$ cat src/rtl/tmds_pkg.sv
// tmds_pkg: shared types, symbol constants and helper functions for the
// pipelined TMDS encoder.
//   mode_e       - symbol mode carried down the pipe (video / control / TERC4)
//   CTRL_xx      - the four 10-bit control symbols, indexed by {c1,c0}
//   decode_mode  - folds the raw 2-bit mode input onto mode_e (11 -> control)
//   popcount8    - number of ones in a byte
//   ctrl_lut     - {c1,c0} -> 10-bit control symbol
//   terc4_lut    - 4-bit TERC4 nibble -> 10-bit data-island symbol
package tmds_pkg;

    typedef enum logic [1:0] {
        MODE_VIDEO = 2'b00,
        MODE_CTRL  = 2'b01,
        MODE_TERC4 = 2'b10
    } mode_e;

    localparam logic [9:0] CTRL_00 = 10'b1101010100;
    localparam logic [9:0] CTRL_01 = 10'b0010101011;
    localparam logic [9:0] CTRL_10 = 10'b0101010100;
    localparam logic [9:0] CTRL_11 = 10'b1010101011;

    // The unused encoding 11 is deliberately treated as control so that a
    // glitching mux never produces a video symbol that disturbs disparity.
    function automatic mode_e decode_mode(input logic [1:0] raw);
        mode_e m;
        case (raw)
            2'b00:   m = MODE_VIDEO;
            2'b10:   m = MODE_TERC4;
            default: m = MODE_CTRL;
        endcase
        return m;
    endfunction

    function automatic logic [3:0] popcount8(input logic [7:0] b);
        logic [3:0] n;
        n = 4'd0;
        for (int i = 0; i < 8; i++) begin
            n = n + 4'(b[i]);
        end
        return n;
    endfunction

    function automatic logic [9:0] ctrl_lut(input logic [1:0] c);
        logic [9:0] s;
        case (c)
            2'b00:   s = CTRL_00;
            2'b01:   s = CTRL_01;
            2'b10:   s = CTRL_10;
            default: s = CTRL_11;
        endcase
        return s;
    endfunction

    function automatic logic [9:0] terc4_lut(input logic [3:0] n);
        logic [9:0] s;
        case (n)
            4'd0:    s = 10'b1010011100;
            4'd1:    s = 10'b1001100011;
            4'd2:    s = 10'b1011100100;
            4'd3:    s = 10'b1011100010;
            4'd4:    s = 10'b0101110001;
            4'd5:    s = 10'b0100011110;
            4'd6:    s = 10'b0110001110;
            4'd7:    s = 10'b0100111100;
            4'd8:    s = 10'b1011001100;
            4'd9:    s = 10'b0100111001;
            4'd10:   s = 10'b0110011100;
            4'd11:   s = 10'b1011000110;
            4'd12:   s = 10'b1010001110;
            4'd13:   s = 10'b1001110001;
            4'd14:   s = 10'b0101100011;
            default: s = 10'b1011000011;
        endcase
        return s;
    endfunction

endpackage

$ cat src/rtl/tmds_encoder_pipe_channel.sv
// tmds_channel: one TMDS lane. Stage 1 does the 8b->9b transition-minimising
// encode, stage 2 does DC balancing against a running disparity counter, or
// emits a control / TERC4 symbol (which clears the counter).
//   clk_in, rst_in  - pixel clock, async active-high reset
//   s0_valid_in     - symbol presented at data_in/ctrl_in/terc_in is valid
//   s1_valid_in     - stage-1 registers hold a valid symbol (piped by top)
//   mode_in         - raw 2-bit mode for this symbol
//   data_in         - video byte
//   ctrl_in         - {c1,c0}
//   terc_in         - TERC4 nibble
//   tmds_out        - registered 10-bit output symbol
module tmds_channel
    import tmds_pkg::*;
#(
    parameter int CNT_W = 5
) (
    input  logic       clk_in,
    input  logic       rst_in,
    input  logic       s0_valid_in,
    input  logic       s1_valid_in,
    input  logic [1:0] mode_in,
    input  logic [7:0] data_in,
    input  logic [1:0] ctrl_in,
    input  logic [3:0] terc_in,
    output logic [9:0] tmds_out
);

    localparam logic signed [CNT_W-1:0] ZERO  = '0;
    localparam logic signed [CNT_W-1:0] TWO   = CNT_W'(2);
    localparam logic signed [CNT_W-1:0] EIGHT = CNT_W'(8);

    logic [8:0] qm_d, qm_q;
    logic [3:0] n1_d, n1_q;
    mode_e      mode_d, mode_q;
    logic [1:0] ctrl_d, ctrl_q;
    logic [3:0] terc_d, terc_q;

    logic [9:0]              tmds_d, tmds_q;
    logic signed [CNT_W-1:0] cnt_d, cnt_q;

    // Stage 1 next-state: transition-minimise the incoming byte. The XNOR
    // chain is chosen for dense bytes so that qm has few transitions; qm[8]
    // records which chain was used so the receiver can undo it. The popcount
    // of qm is computed here so stage 2 only has to compare and add.
    always_comb begin
        logic [3:0] n1_data;
        logic       use_xnor;
        logic [8:0] qm_w;
        qm_d     = qm_q;
        n1_d     = n1_q;
        mode_d   = mode_q;
        ctrl_d   = ctrl_q;
        terc_d   = terc_q;
        n1_data  = popcount8(data_in);
        use_xnor = (n1_data > 4'd4) || ((n1_data == 4'd4) && !data_in[0]);
        qm_w     = '0;
        qm_w[0]  = data_in[0];
        for (int i = 1; i < 8; i++) begin
            qm_w[i] = use_xnor ? ~(data_in[i] ^ qm_w[i-1]) : (data_in[i] ^ qm_w[i-1]);
        end
        qm_w[8] = ~use_xnor;
        if (s0_valid_in) begin
            qm_d   = qm_w;
            n1_d   = popcount8(qm_w[7:0]);
            mode_d = decode_mode(mode_in);
            ctrl_d = ctrl_in;
            terc_d = terc_in;
        end
    end

    // Stage 1 registers: they only load on a valid symbol, so a bubble
    // leaves the previous contents in place (stage 2 ignores them anyway).
    always_ff @(posedge clk_in or posedge rst_in) begin
        if (rst_in) begin
            qm_q   <= '0;
            n1_q   <= '0;
            mode_q <= MODE_VIDEO;
            ctrl_q <= '0;
            terc_q <= '0;
        end else begin
            qm_q   <= qm_d;
            n1_q   <= n1_d;
            mode_q <= mode_d;
            ctrl_q <= ctrl_d;
            terc_q <= terc_d;
        end
    end

    // Stage 2 next-state: for video, pick whether to invert qm[7:0] so the
    // running disparity is pulled back towards zero, and update the counter.
    // The popcount is zero-extended into the signed counter width; diff is
    // N1-N0 = 2*N1-8. Control and TERC4 symbols are DC balanced on their
    // own, so they simply restart the disparity at zero. A bubble holds
    // both the output symbol and the counter.
    always_comb begin
        logic signed [CNT_W-1:0] n1_s;
        logic signed [CNT_W-1:0] diff;
        logic                    cnt_pos;
        logic                    cnt_neg;
        tmds_d  = tmds_q;
        cnt_d   = cnt_q;
        n1_s    = $signed({{(CNT_W-4){1'b0}}, n1_q});
        diff    = n1_s + n1_s - EIGHT;
        cnt_neg = cnt_q[CNT_W-1];
        cnt_pos = !cnt_q[CNT_W-1] && (cnt_q != ZERO);
        if (s1_valid_in) begin
            case (mode_q)
                MODE_VIDEO: begin
                    if ((cnt_q == ZERO) || (n1_q == 4'd4)) begin
                        tmds_d = {~qm_q[8], qm_q[8], qm_q[8] ? qm_q[7:0] : ~qm_q[7:0]};
                        cnt_d  = qm_q[8] ? (cnt_q + diff) : (cnt_q - diff);
                    end else if ((cnt_pos && (n1_q > 4'd4)) || (cnt_neg && (n1_q < 4'd4))) begin
                        tmds_d = {1'b1, qm_q[8], ~qm_q[7:0]};
                        cnt_d  = cnt_q + (qm_q[8] ? TWO : ZERO) - diff;
                    end else begin
                        tmds_d = {1'b0, qm_q[8], qm_q[7:0]};
                        cnt_d  = cnt_q - (qm_q[8] ? ZERO : TWO) + diff;
                    end
                end
                MODE_TERC4: begin
                    tmds_d = terc4_lut(terc_q);
                    cnt_d  = ZERO;
                end
                default: begin
                    tmds_d = ctrl_lut(ctrl_q);
                    cnt_d  = ZERO;
                end
            endcase
        end
    end

    // Stage 2 registers: output symbol and running disparity.
    always_ff @(posedge clk_in or posedge rst_in) begin
        if (rst_in) begin
            tmds_q <= '0;
            cnt_q  <= '0;
        end else begin
            tmds_q <= tmds_d;
            cnt_q  <= cnt_d;
        end
    end

    assign tmds_out = tmds_q;

endmodule

$ cat src/rtl/tmds_encoder_pipe.sv
// tmds_encoder_pipe: NUM_CH-lane pipelined TMDS encoder with video,
// control and TERC4 modes. Two-clock latency, one symbol per clock.
//   clk_in, rst_in  - pixel clock, async active-high reset
//   valid_in        - input symbol valid (low = bubble)
//   mode_in         - 00 video, 01 control, 10 TERC4, 11 control
//   data_in         - NUM_CH video bytes, lane k at [8k+7:8k]
//   ctrl_in         - NUM_CH {c1,c0} pairs
//   terc_in         - NUM_CH TERC4 nibbles
//   tmds_out        - NUM_CH 10-bit symbols, lane k at [10k+9:10k]
//   valid_out       - tmds_out carries a new symbol this cycle
module tmds_encoder_pipe
    import tmds_pkg::*;
#(
    parameter int NUM_CH = 3,
    parameter int CNT_W  = 5
) (
    input  logic                 clk_in,
    input  logic                 rst_in,
    input  logic                 valid_in,
    input  logic [1:0]           mode_in,
    input  logic [NUM_CH*8-1:0]  data_in,
    input  logic [NUM_CH*2-1:0]  ctrl_in,
    input  logic [NUM_CH*4-1:0]  terc_in,
    output logic [NUM_CH*10-1:0] tmds_out,
    output logic                 valid_out
);

    logic v1_d, v1_q;
    logic v2_d, v2_q;

    // The valid flag simply follows the symbol down the two stages; the
    // stage-1 copy also tells each lane whether stage 2 should update.
    always_comb begin
        v1_d = valid_in;
        v2_d = v1_q;
    end

    // Valid pipe registers, cleared by reset so no stale symbol escapes.
    always_ff @(posedge clk_in or posedge rst_in) begin
        if (rst_in) begin
            v1_q <= 1'b0;
            v2_q <= 1'b0;
        end else begin
            v1_q <= v1_d;
            v2_q <= v2_d;
        end
    end

    assign valid_out = v2_q;

    for (genvar k = 0; k < NUM_CH; k++) begin : g_ch
        tmds_channel #(
            .CNT_W(CNT_W)
        ) u_ch (
            .clk_in      (clk_in),
            .rst_in      (rst_in),
            .s0_valid_in (valid_in),
            .s1_valid_in (v1_q),
            .mode_in     (mode_in),
            .data_in     (data_in[8*k +: 8]),
            .ctrl_in     (ctrl_in[2*k +: 2]),
            .terc_in     (terc_in[4*k +: 4]),
            .tmds_out    (tmds_out[10*k +: 10])
        );
    end

endmodule

$ cat config.mk
export PLATFORM = sky130hd
export DESIGN_NAME = tmds_encoder_pipe
export DESIGN_NICKNAME = d
export VERILOG_FILES = /design/src/rtl/tmds_pkg.sv /design/src/rtl/tmds_encoder_pipe_channel.sv /design/src/rtl/tmds_encoder_pipe.sv
export SDC_FILE = /design/constraint.sdc
export NUM_CORES = 1
export LEC_CHECK = 0
export CAP_MARGIN = 20
export CORE_MARGIN = 3
export CORE_UTILIZATION = 39
export DETAILED_ROUTE_END_ITERATION = 8
export PLACE_DENSITY = 0.71
export SLEW_MARGIN = 20
export SYNTH_ARGS = -nofsm -noshare
export SYNTH_HDL_FRONTEND = slang
export SYNTH_SLANG_ARGS = --single-unit
$ cat constraint.sdc
create_clock -name clk_in -period 3.5 [get_ports clk_in]
set_input_delay 0.875 -clock clk_in [delete_from_list [all_inputs] [get_ports clk_in]]
set_output_delay 0.875 -clock clk_in [all_outputs]
set_load 0.02 [all_outputs]
==> out/metrics.json, run 1 <==
{
  "power_per_cell_area_nw_per_um2": 923,
  "design.core.area_um2": 22800,
  "finClkSkew_ns": 0.0101,
  "clock_sink_count": 103,
  "r2r-start": "g_ch[0].u_ch.cnt_q[1]",
  "finalNetCount": 1298,
  "utilization_after_layout_pct": 50.3,
  "layout.area.seq_um2": 2580,
  "clkSlewWorstSetupHoldPaths_ns": 0.07,
  "synth_enable_flop_cells": 0,
  "grt.overflow.total": 0,
  "library_cell_with_the_highest_instance_count_after_synthesis": "inv_1",
  "hold_path.startpoint": "g_ch[2].u_ch.tmds_out[9]",
  "detailedPlacementHpwl_um": 16200,
  "post_synth_instance_area_um2": 9090,
  "ys_types": 73,
  "seqPwrFrac_pct": 19.6,
  "syn2layout_area_growth_pct": 26.1,
  "yosys_warnings": 0,
  "power_switching_mw": 4.69,
  "last_weighted_congestion_value_of_the_routability_driven_placer": 0.883,
  "critical_path.max_fanout": 2,
  "crit_path_frequent_cell": "fa_1",
  "number_of_antenna_violations_at_the_first_check_in_global_routing": 0,
  "layout-drive-gt1-share_pct": 19.8,
  "drt_wl_total_um": 22400,
  "synth_top_family_by_area": "adder cells",
  "start_util_pct": 39.9,
  "post_synth_mux_area_share_pct": 5.38,
  "finalPower_mw": 10.6,
  "p_leak_nw": 5.27,
  "grt_setup_unrepaired": "yes",
  "timing.fmax_mhz": 172,
  "synth.area.top_cells": "dfrtp_1, ha_1, fa_1",
  "yosys_register_bits": 103,
  "crit_path_cell_trace": "buf_6 > ha_4 > inv_2 > fa_1 > fa_1 > inv_1 > fa_2 > fa_1 > nor3b_2 > o21ai_1 > a21oi_2 > xnor2_2 > ha_1 > fa_1 > inv_1 > fa_1 > fa_2 > fa_2 > xnor2_1 > nand2_1 > o21ai_1",
  "power_switching_share_pct": 44.3,
  "antenna_left": 0,
  "dieWidth_um": 159,
  "design.die.area_um2": 25200,
  "tightest_slew_ns": 0.907,
  "via_count": 7475,
  "multi_input_area_um2": 6200,
  "internal_power_mw": 5.90,
  "reg2reg_depth": 9,
  "placement_rows": 55,
  "groute.usage.overall_pct": 18.2,
  "failed_checks": "negative setup slack",
  "drc_errors": 0,
  "postSynth.asyncResetShare_pct": 100,
  "clkLatencyLatePin_ns": 0.35,
  "synth.top_cells.by_count": "inv_1, dfrtp_1, ha_1",
  "slowest_stage": "fa_1",
  "netlist_instances": 973,
  "final_setup_violation_count": 27,
  "grt_max_degree": 104,
  "synth-xor-area-share_pct": 8.81,
  "cts_tree": "built",
  "layout.filler_cells": 1991,
  "syn_nets": 1158,
  "clock_tree.root_cell": "clkbuf_16",
  "worst_setup_path_end_kind": "flop",
  "viasPerCell": 5.22,
  "portBuffers": 77,
  "setup_tns_ns": -30.77,
  "share_of_synthesized_cell_area_in_full_adder_half_adder_and_majority_cells_pct": 22.2,
  "synth_simple_gate_area_share_pct": 10.1,
  "min-delay-path-class": "flop to flop",
  "synthDominantCellAreaShare_pct": 28.3,
  "setup_ws_ns": -2.31,
  "grt_pass1_vias": 7561,
  "synth-seq-area-share_pct": 28.3,
  "max-cap-violations": 0,
  "cts-buffers-inserted": 9,
  "number_of_diodes_added_for_antenna_fixing": 0,
  "synthesis.area_per_instance_um2": 9.34,
  "comb_power_share_pct": 70.5,
  "final.min_clock_period_ns": 5.81,
  "pwr-share-clk_pct": 10.0,
  "synthDominantAreaCellType": "dfrtp_1",
  "status": "complete, but fails checks",
  "type_of_the_worst_setup_path": "primary input to flop",
  "design.portCount": 78,
  "detailedRoute.firstPassIterationCount": 5,
  "prevailing_post_synth_register_cell": "dfrtp_1",
  "cts_max_path_buffers": 2,
  "dieHeight_um": 159,
  "final_min_period_over_clock_period_pct": 166,
  "critPathRequiredTime_ns": 3.73,
  "worstHoldPathCells": 1,
  "critical-path-max-stage-delay_ns": 0.50,
  "wire_length_of_the_first_global_routing_pass_um": 37200,
  "hold_violations": 0,
  "ir_drop_mv": 0.392,
  "wl_per_cell_um": 15.7,
  "setup.worst_path.start_class": "primary input",
  "final_max_slew_viol_count": 0,
  "drt-initial-drc-count": 496,
  "cts-htree-levels": 3,
  "worstPathArrival_ns": 6.04,
  "critical_path.startpoint": "data_in[8]",
  "synth_compound_area_share_pct": 18.8,
  "worst_slew_margin_rel_pct": 39.3
}
==> area by class of cell <==
cell class / count / share of cell area [%]
clock buffers: 11 / 2.12
clock inverters: 5 / 0.557
inverters: 106 / 3.50
multi-input cells: 720 / 54.1
flip-flops and latches: 103 / 22.5
well taps: 313 / 3.42
repair buffers: 173 / 13.8
==> registers in the layout (all words and copies together), names as in the netlist, 2 cells and up <==
name	cells
g_ch.u_ch.tmds_out	30
g_ch.u_ch.qm_q	27
g_ch.u_ch.cnt_q	12
g_ch.u_ch.n1_q	12
g_ch.u_ch.terc_q	12
g_ch.u_ch.ctrl_q	6
g_ch.u_ch.mode_q	2
==> critical path: cells and delay by family <==
| kind | cells | cell delay [ns] |
|---|---|---|
| xor gates and xnor gates | 2 | 0.29 |
| buffers and inverters | 4 | 0.24 |
| and+or+nand+nor | 2 | 0.30 |
| adders and majority gates | 10 | 3.96 |
| AOI/OAI and AO/OA | 3 | 0.36 |
==> kinds of logic (layout without fill, tap and decap cells) <==
logic type | count (synthesis) | in the layout
AND/OR/NAND/NOR | 192 | 192
multiplexers | 46 | 46
flip-flops | 103 | 103
AO/OA/AOI/OAI | 264 | 264
buffers and inverters | 150 | 295
adder cells (fa/ha/maj) | 138 | 138
XOR/XNOR | 80 | 80
==> repair_timing <==
action	4_1_cts	5_1_grt
gates cloned	0	0
endpoints found under the setup margin	27	27
resized for setup	73	34
buffers inserted	30	13
hold buffers	0	0
pin swaps	20	16
==> cells in the final DEF (no fill, tap or decap), types with 10 or more instances in the layout <==
cell type and instances:
dfrtp_1 102, ha_1 96, inv_1 95, buf_4 80, a21oi_1 65, clkdlybuf4s50_1 64
nor2_1 60, o21ai_0 59, nand2_1 54, xnor2_1 36, fa_1 29, xor2_1 25
mux2i_1 22, mux2_2 21, buf_6 18, a21oi_2 16, nor2b_1 14, o22ai_1 13
nand2b_1 13, nand3_1 13, a211oi_1 11, a21o_1 10, xnor2_2 10, fa_2 10
==> final timing paths <==
path,end,slack (ns)
max,g_ch[1].u_ch.n1_q[2],-2.31
min,g_ch[2].u_ch.tmds_out[9],0.50
max reg2reg,g_ch[0].u_ch.cnt_q[2],0.58
min reg2reg,g_ch[2].u_ch.tmds_out[9],0.50
max in group asynchronous,v1_q,2.02
min in group asynchronous,g_ch[0].u_ch.tmds_out[4],1.02
==> through the flow <==
step           instance area (µm²)  cells  hold WS (ns)  setup WS, ns
2_1_floorplan                 9190    973         0.459         -2.49
3_3_place_gp                 10700   1385         0.472         -3.11
3_5_place_dp                 10700   1385         0.469         -3.19
4_1_cts                      11300   1429         0.500         -2.30
5_1_grt                      11500   1431         0.517         -2.49
6_report                     11500   1431         0.503         -2.31
==> routing by layer <==
layer  vias to the layer above  share of wire (%)  track usage [%]
met5                         -                  0                0
met4                         0                1.8             4.71
met3                        32                4.8             3.21
met2                       185                 49             30.6
met1                      3625                 45             24.3
li1                       3633                  -                -
==> power groups by stage <==
stage / registers (mW) / logic (mW) / clock network (mW)
2_1_floorplan: 2.07 / 4.97 / 0
3_3_place_gp: 2.07 / 6.58 / 0
3_5_place_dp: 2.08 / 6.79 / 0
4_1_cts: 2.07 / 7.20 / 1.08
5_1_grt: 2.13 / 8.28 / 1.12
6_report: 2.07 / 7.46 / 1.06
Note: power is estimated with default switching activity, not from simulation.
==> inputs of run 2 (changes only) <==
--- a/config.mk
+++ b/config.mk
@@ -8,8 +8,9 @@
 export CAP_MARGIN = 20
 export CORE_MARGIN = 3
 export CORE_UTILIZATION = 39
+export CTS_BUF_LIST = sky130_fd_sc_hd__clkbuf_8
 export DETAILED_ROUTE_END_ITERATION = 8
-export PLACE_DENSITY = 0.71
+export PLACE_DENSITY = 0.69
 export SLEW_MARGIN = 20
 export SYNTH_ARGS = -nofsm -noshare
 export SYNTH_HDL_FRONTEND = slang
==> constraint.sdc (replaced) <==
create_clock -name clk_in -period 6.8 [get_ports clk_in]
set_input_delay 1.7 -clock clk_in [delete_from_list [all_inputs] [get_ports clk_in]]
set_output_delay 1.7 -clock clk_in [all_outputs]
set_load 0.02 [all_outputs]
==> run 2 against run 1 <==
The run now ends clean. Non-clock buffer count shrank 56. Critical path depth did not move. Flip-flop and latch count unchanged. Cell area fell by 6.9%. Worst setup slack improved by 2.5 ns. Largest power group unchanged. Via count down 3.9%.
==> out/metrics.json, run 2 (synthesis gave the netlist of run 1 again) <==
{
  "type_of_the_worst_setup_path": "primary input to flop",
  "grt_max_degree": 98,
  "worst_setup_path_end_kind": "flop",
  "number_of_diodes_added_for_antenna_fixing": 0,
  "tightest_slew_ns": 1.00,
  "ir_drop_mv": 0.175,
  "clkLatencyLatePin_ns": 0.40,
  "seqPwrFrac_pct": 21.2,
  "hold_violations": 0,
  "setup_tns_ns": 0,
  "drc_errors": 0,
  "ctsHoldBuffers": 0,
  "worstPathArrival_ns": 6.96,
  "slowest_stage": "fa_2",
  "clkSlewWorstSetupHoldPaths_ns": 0.11,
  "cts-buffers-inserted": 9,
  "drt_wl_total_um": 21300,
  "critPathRequiredTime_ns": 7.13,
  "comb_power_share_pct": 70.2,
  "power_switching_share_pct": 45.3,
  "grt_setup_unrepaired": "yes",
  "layout.area.seq_um2": 2580,
  "via_count": 7181,
  "finalPower_mw": 4.98,
  "last_weighted_congestion_value_of_the_routability_driven_placer": 0.860,
  "final.min_clock_period_ns": 6.64,
  "detailedPlacementHpwl_um": 15900,
  "crit_path_frequent_cell": "fa_1",
  "layout.filler_cells": 2144,
  "wl_per_cell_um": 15.5,
  "power_per_cell_area_nw_per_um2": 467,
  "multi_input_area_um2": 6040,
  "antenna_left": 0,
  "final_setup_violation_count": 0,
  "setup.worst_path.start_class": "primary input",
  "placement.setup.worst_slack_ns": -0.639,
  "power_switching_mw": 2.26,
  "viasPerCell": 5.23,
  "number_of_antenna_violations_at_the_first_check_in_global_routing": 0,
  "layoutNonFillerInstCount": 1373,
  "setup_ws_ns": 0.163,
  "start_util_pct": 39.9,
  "dieWidth_um": 159,
  "final_max_slew_viol_count": 0,
  "wire_length_of_the_first_global_routing_pass_um": 35400,
  "critical_path.max_fanout": 2,
  "finClkSkew_ns": 0.0184,
  "portBuffers": 77,
  "cts_tree": "built",
  "placement_rows": 55,
  "grt_pass1_vias": 7113,
  "critical-path-max-stage-delay_ns": 0.53,
  "largest_register_ff_count": 30,
  "crit_path_cell_trace": "buf_6 > ha_4 > inv_2 > fa_1 > fa_1 > inv_1 > fa_2 > fa_1 > nor3b_2 > o21ai_1 > a21oi_2 > xnor2_1 > ha_1 > fa_1 > inv_2 > fa_1 > inv_1 > fa_2 > fa_2 > nand2_1 > o21ai_1",
  "cts-htree-levels": 3,
  "internal_power_mw": 2.73,
  "finalNetCount": 1242,
  "clock_tree.root_cell": "clkbuf_8",
  "syn2layout_area_growth_pct": 17.4,
  "timing.reg2reg.setup_slack_ns": 3.78,
  "design.die.area_um2": 25200,
  "min-delay-path-class": "flop to flop",
  "status": "finished, final reports clean",
  "layout-drive-gt1-share_pct": 13.1,
  "final_min_period_over_clock_period_pct": 97.6,
  "worst_slew_margin_rel_pct": 33.0,
  "pwr-share-clk_pct": 8.6,
  "design.portCount": 78,
  "place.detailed.instances": 1348,
  "detailedRoute.firstPassIterationCount": 5,
  "groute.usage.overall_pct": 17.4,
  "clock_sink_count": 103,
  "layout.cells.most_common_list": "dfrtp_1, inv_1, ha_1, a21oi_1, clkdlybuf4s50_1",
  "timing.fmax_mhz": 151,
  "drt-initial-drc-count": 361,
  "p_leak_nw": 4.90,
  "cts_max_path_buffers": 2,
  "max-cap-violations": 0,
  "design.core.area_um2": 22800,
  "dieHeight_um": 159,
  "grt.overflow.total": 0,
  "leading_cell_type_in_the_layout_fill_and_taps_excluded": "dfrtp_1"
}
-- run 2: cell count changes in the layout (fill, tap and decap cells not counted), moves of 8 or more --
cell,change
a21oi_1,+12
a21oi_2,-12
buf_4,-40
buf_6,-16
clkbuf_16,-9
clkbuf_8,+8
-- run 2: power groups by stage --
| stage | clock [mW] | sequential (mW) | combinational [mW] |
|---|---|---|---|
| 2_1_floorplan | 0 | 1.07 | 2.54 |
| 3_3_place_gp | 0 | 1.07 | 3.28 |
| 3_5_place_dp | 0 | 1.07 | 3.38 |
| 4_1_cts | 0.441 | 1.06 | 3.45 |
| 5_1_grt | 0.463 | 1.09 | 3.94 |
| 6_report | 0.427 | 1.06 | 3.50 |
-- run 2: path summary, 6_finish.rpt --
kind                                          startpoint                       end  cells after the start
worst max-delay path                          data_in[0]      g_ch[0].u_ch.n1_q[1]                     21
worst max register to register     g_ch[0].u_ch.cnt_q[1]     g_ch[0].u_ch.cnt_q[2]                      9
worst min register to register  g_ch[2].u_ch.tmds_out[9]  g_ch[2].u_ch.tmds_out[9]                      1
min in group asynchronous                         rst_in    g_ch[1].u_ch.terc_q[1]                      2
worst min-delay path            g_ch[2].u_ch.tmds_out[9]  g_ch[2].u_ch.tmds_out[9]                      1
max in group asynchronous                         rst_in    g_ch[1].u_ch.ctrl_q[1]                      3
-- run 2: repair_timing --
action,in CTS,in global routing
endpoints found under the setup margin,6,5
buffers inserted,6,4
resized for setup,17,27
pin swaps,19,16
-- run 2: worst max-delay path, delay by kind of cell --
family | cells | cell delay (ns)
AOI/OAI and AO/OA | 3 | 0.38
buffers and inverters | 5 | 0.27
and+or+nand+nor | 2 | 0.28
xor gates and xnor gates | 1 | 0.15
adders and majority gates | 10 | 4.17
-- run 2: layer usage --
layer | vias up | global-route usage, % | part of all wire [%]
li1 | 3515 | - | -
met1 | 3490 | 22.4 | 44
met2 | 153 | 30.2 | 50
met3 | 23 | 3.34 | 3.9
met4 | 0 | 4.10 | 1.3
met5 | - | 0 | 0
-- run 2: final cells by class --
class / count / share of cell area (%)
clock inverters: 5 / 0.715
clock buffers: 9 / 1.16
multi-input cells: 720 / 56.6
inverters: 106 / 3.75
flip-flops and latches: 103 / 24.2
repair buffers: 117 / 9.97
well taps: 313 / 3.67
-- run 2: through the flow --
| stage | hold slack [ns] | instance area, µm² | util, % |
|---|---|---|---|
| 2_1_floorplan | 0.459 | 9140 | - |
| 3_3_place_gp | 0.478 | 10300 | 45.4 |
| 3_5_place_dp | 0.470 | 10300 | 45.4 |
| 4_1_cts | 0.499 | 10600 | 46.6 |
| 5_1_grt | 0.528 | 10700 | 46.9 |
| 6_report | 0.493 | 10700 | 46.9 |
==> inputs of run 3 (changes only) <==
--- a/config.mk
+++ b/config.mk
@@ -10,6 +10,7 @@
 export CORE_UTILIZATION = 39
 export CTS_BUF_LIST = sky130_fd_sc_hd__clkbuf_8
 export DETAILED_ROUTE_END_ITERATION = 8
+export MAX_ROUTING_LAYER = met4
 export PLACE_DENSITY = 0.69
 export SLEW_MARGIN = 20
 export SYNTH_ARGS = -nofsm -noshare
==> run 3 against run 2 <==
Register-to-register slack gained 0.04 ns. Combinational power is essentially flat. Non-clock buffer count is the same. Hold slack gained 0.0017 ns. Flip-flop and latch count is the same. Maximum frequency is essentially flat. Sequential power is essentially flat. Routed wire length is essentially flat. Critical path type unchanged. Largest power group unchanged. Highest routed layer unchanged.
==> out/metrics.json, run 3 (synthesis gave the netlist of run 1 again) <==
{
  "setup_tns_ns": 0,
  "critPathRequiredTime_ns": 7.13,
  "worstHoldPathCells": 1,
  "largest_register_ff_count": 30,
  "min-delay-path-class": "flop to flop",
  "final_min_period_over_clock_period_pct": 97.6,
  "worstPathArrival_ns": 6.96,
  "clkSlewWorstSetupHoldPaths_ns": 0.11,
  "wire_length_of_the_first_global_routing_pass_um": 35300,
  "timing.fmax_mhz": 151,
  "detailedPlacementHpwl_um": 15900,
  "power_per_cell_area_nw_per_um2": 467,
  "portBuffers": 77,
  "finClkSkew_ns": 0.0207,
  "max-cap-violations": 0,
  "clkLatencyLatePin_ns": 0.40,
  "reg2reg_depth": 9,
  "clock_tree.root_cell": "clkbuf_8",
  "ctsHoldBuffers": 0,
  "utilization_after_layout_pct": 46.9,
  "grt_pass1_vias": 7132,
  "tightest_slew_ns": 1.01,
  "grt.overflow.total": 0,
  "status": "finished, final reports clean",
  "cts_tree": "built",
  "final_setup_violation_count": 0,
  "cts-htree-levels": 3,
  "viasPerCell": 5.23,
  "via_count": 7175,
  "dieHeight_um": 159,
  "cts-buffers-inserted": 9,
  "syn2layout_area_growth_pct": 17.4,
  "final_max_slew_viol_count": 0,
  "hold_path.startpoint": "g_ch[2].u_ch.tmds_out[9]",
  "clock_sink_count": 103,
  "wl_per_cell_um": 15.5,
  "drt_wl_total_um": 21300,
  "grt_setup_unrepaired": "yes",
  "design.portCount": 78,
  "groute.usage.overall_pct": 17.9,
  "r2r_end": "g_ch[0].u_ch.cnt_q[2]",
  "type_of_the_worst_setup_path": "primary input to flop",
  "grt_max_degree": 98,
  "antenna_left": 0,
  "timing.hold.worst_endpoint": "g_ch[2].u_ch.tmds_out[9]",
  "drt-initial-drc-count": 363,
  "detailedRoute.firstPassIterationCount": 5,
  "number_of_diodes_added_for_antenna_fixing": 0,
  "leading_cell_type_in_the_layout_fill_and_taps_excluded": "dfrtp_1",
  "layout.cells.most_common_list": "dfrtp_1, inv_1, ha_1, a21oi_1, clkdlybuf4s50_1",
  "ir_drop_mv": 0.174,
  "cts_max_path_buffers": 2,
  "hold_violations": 0,
  "p_leak_nw": 4.90,
  "final.min_clock_period_ns": 6.64,
  "critical_path.max_fanout": 2,
  "start_util_pct": 39.9,
  "setup.worst_path.start_class": "primary input",
  "number_of_antenna_violations_at_the_first_check_in_global_routing": 0,
  "drc_errors": 0,
  "last_weighted_congestion_value_of_the_routability_driven_placer": 0.874,
  "worst_slew_margin_rel_pct": 32.8,
  "fin_area_um2": 10700,
  "r2r-start": "g_ch[0].u_ch.cnt_q[1]",
  "placement_rows": 55,
  "layout.filler_cells": 2144,
  "worst_setup_path_end_kind": "flop",
  "finalNetCount": 1242,
  "dieWidth_um": 159,
  "layout-drive-gt1-share_pct": 13.1,
  "place_area_um2": 10300,
  "timing.reg2reg.setup_slack_ns": 3.82,
  "design.core.area_um2": 22800,
  "design.die.area_um2": 25200
}
[run 3: cell counts in the layout (fill, tap and decap cells not counted)]
No cell type changed its count.
[run 3: repair_timing]
item	in CTS	in global routing
pin swaps	19	16
cloned	0	0
buffers inserted	6	4
endpoints found under the setup margin	6	5
gates resized for setup	17	27
[run 3: stage by stage]
step	power [mW]	setup WS [ns]	hold WS [ns]	cells
floorplan	3.61	-0.0253	0.459	973
global placement	4.35	-0.528	0.478	1348
detailed placement	4.45	-0.639	0.470	1348
CTS	4.94	-0.0235	0.499	1368
global route	5.50	-0.0737	0.528	1373
finish	4.98	0.163	0.494	1373
[run 3: critical path, stage by stage]
cell and delay [ns]:
buf_6 0.10, ha_4 0.26, inv_2 0.03, fa_1 0.46, fa_1 0.49, inv_1 0.05, fa_2 0.34, fa_1 0.45
nor3b_2 0.23, o21ai_1 0.10, a21oi_2 0.16, xnor2_1 0.15, ha_1 0.27, fa_1 0.50, inv_2 0.04, fa_1 0.52
inv_1 0.05, fa_2 0.35, fa_2 0.53, nand2_1 0.05, o21ai_1 0.12
[run 3: final cells by class]
class | instances | area (µm²) | share of cell area, %
Multi-Input combinational cell | 720 | 6040 | 56.6
Sequential cell | 103 | 2580 | 24.2
Timing Repair Buffer | 117 | 1060 | 9.97
Inverter | 106 | 400 | 3.75
Tap cell | 313 | 392 | 3.67
Clock buffer | 9 | 124 | 1.16
Clock inverter | 5 | 76.3 | 0.715
[run 3: worst max-delay path by stage]
stage | from | endpoint | slack (ns) | depth (start not counted)
detailed placement | data_in[0] | g_ch[0].u_ch.n1_q[1] | -0.64 | 21
global route | data_in[8] | g_ch[1].u_ch.n1_q[2] | -0.07 | 21
finish | data_in[0] | g_ch[0].u_ch.n1_q[1] | 0.16 | 21
CTS | data_in[4] | g_ch[0].u_ch.n1_q[1] | -0.02 | 20
global placement | data_in[0] | g_ch[0].u_ch.n1_q[1] | -0.53 | 21
floorplan | data_in[1] | g_ch[0].u_ch.n1_q[1] | -0.03 | 20
[run 3: power breakdown]
| group | total, mW | leakage (nW) | switching (mW) | internal, mW |
|---|---|---|---|---|
| Combinational | 3.50 | 3.57 | 1.79 | 1.71 |
| Sequential | 1.06 | 1.23 | 0.237 | 0.820 |
| Clock | 0.426 | 0.102 | 0.225 | 0.202 |
| Total | 4.98 | 4.90 | 2.25 | 2.73 |
[run 3: routing by layer]
metal | up-vias | global-route usage [%] | share of wire, %
met5 | - | - | 0
met4 | 0 | 4.10 | 1.3
met3 | 23 | 3.10 | 3.4
met2 | 136 | 30.3 | 51
met1 | 3501 | 22.4 | 45
li1 | 3515 | - | -
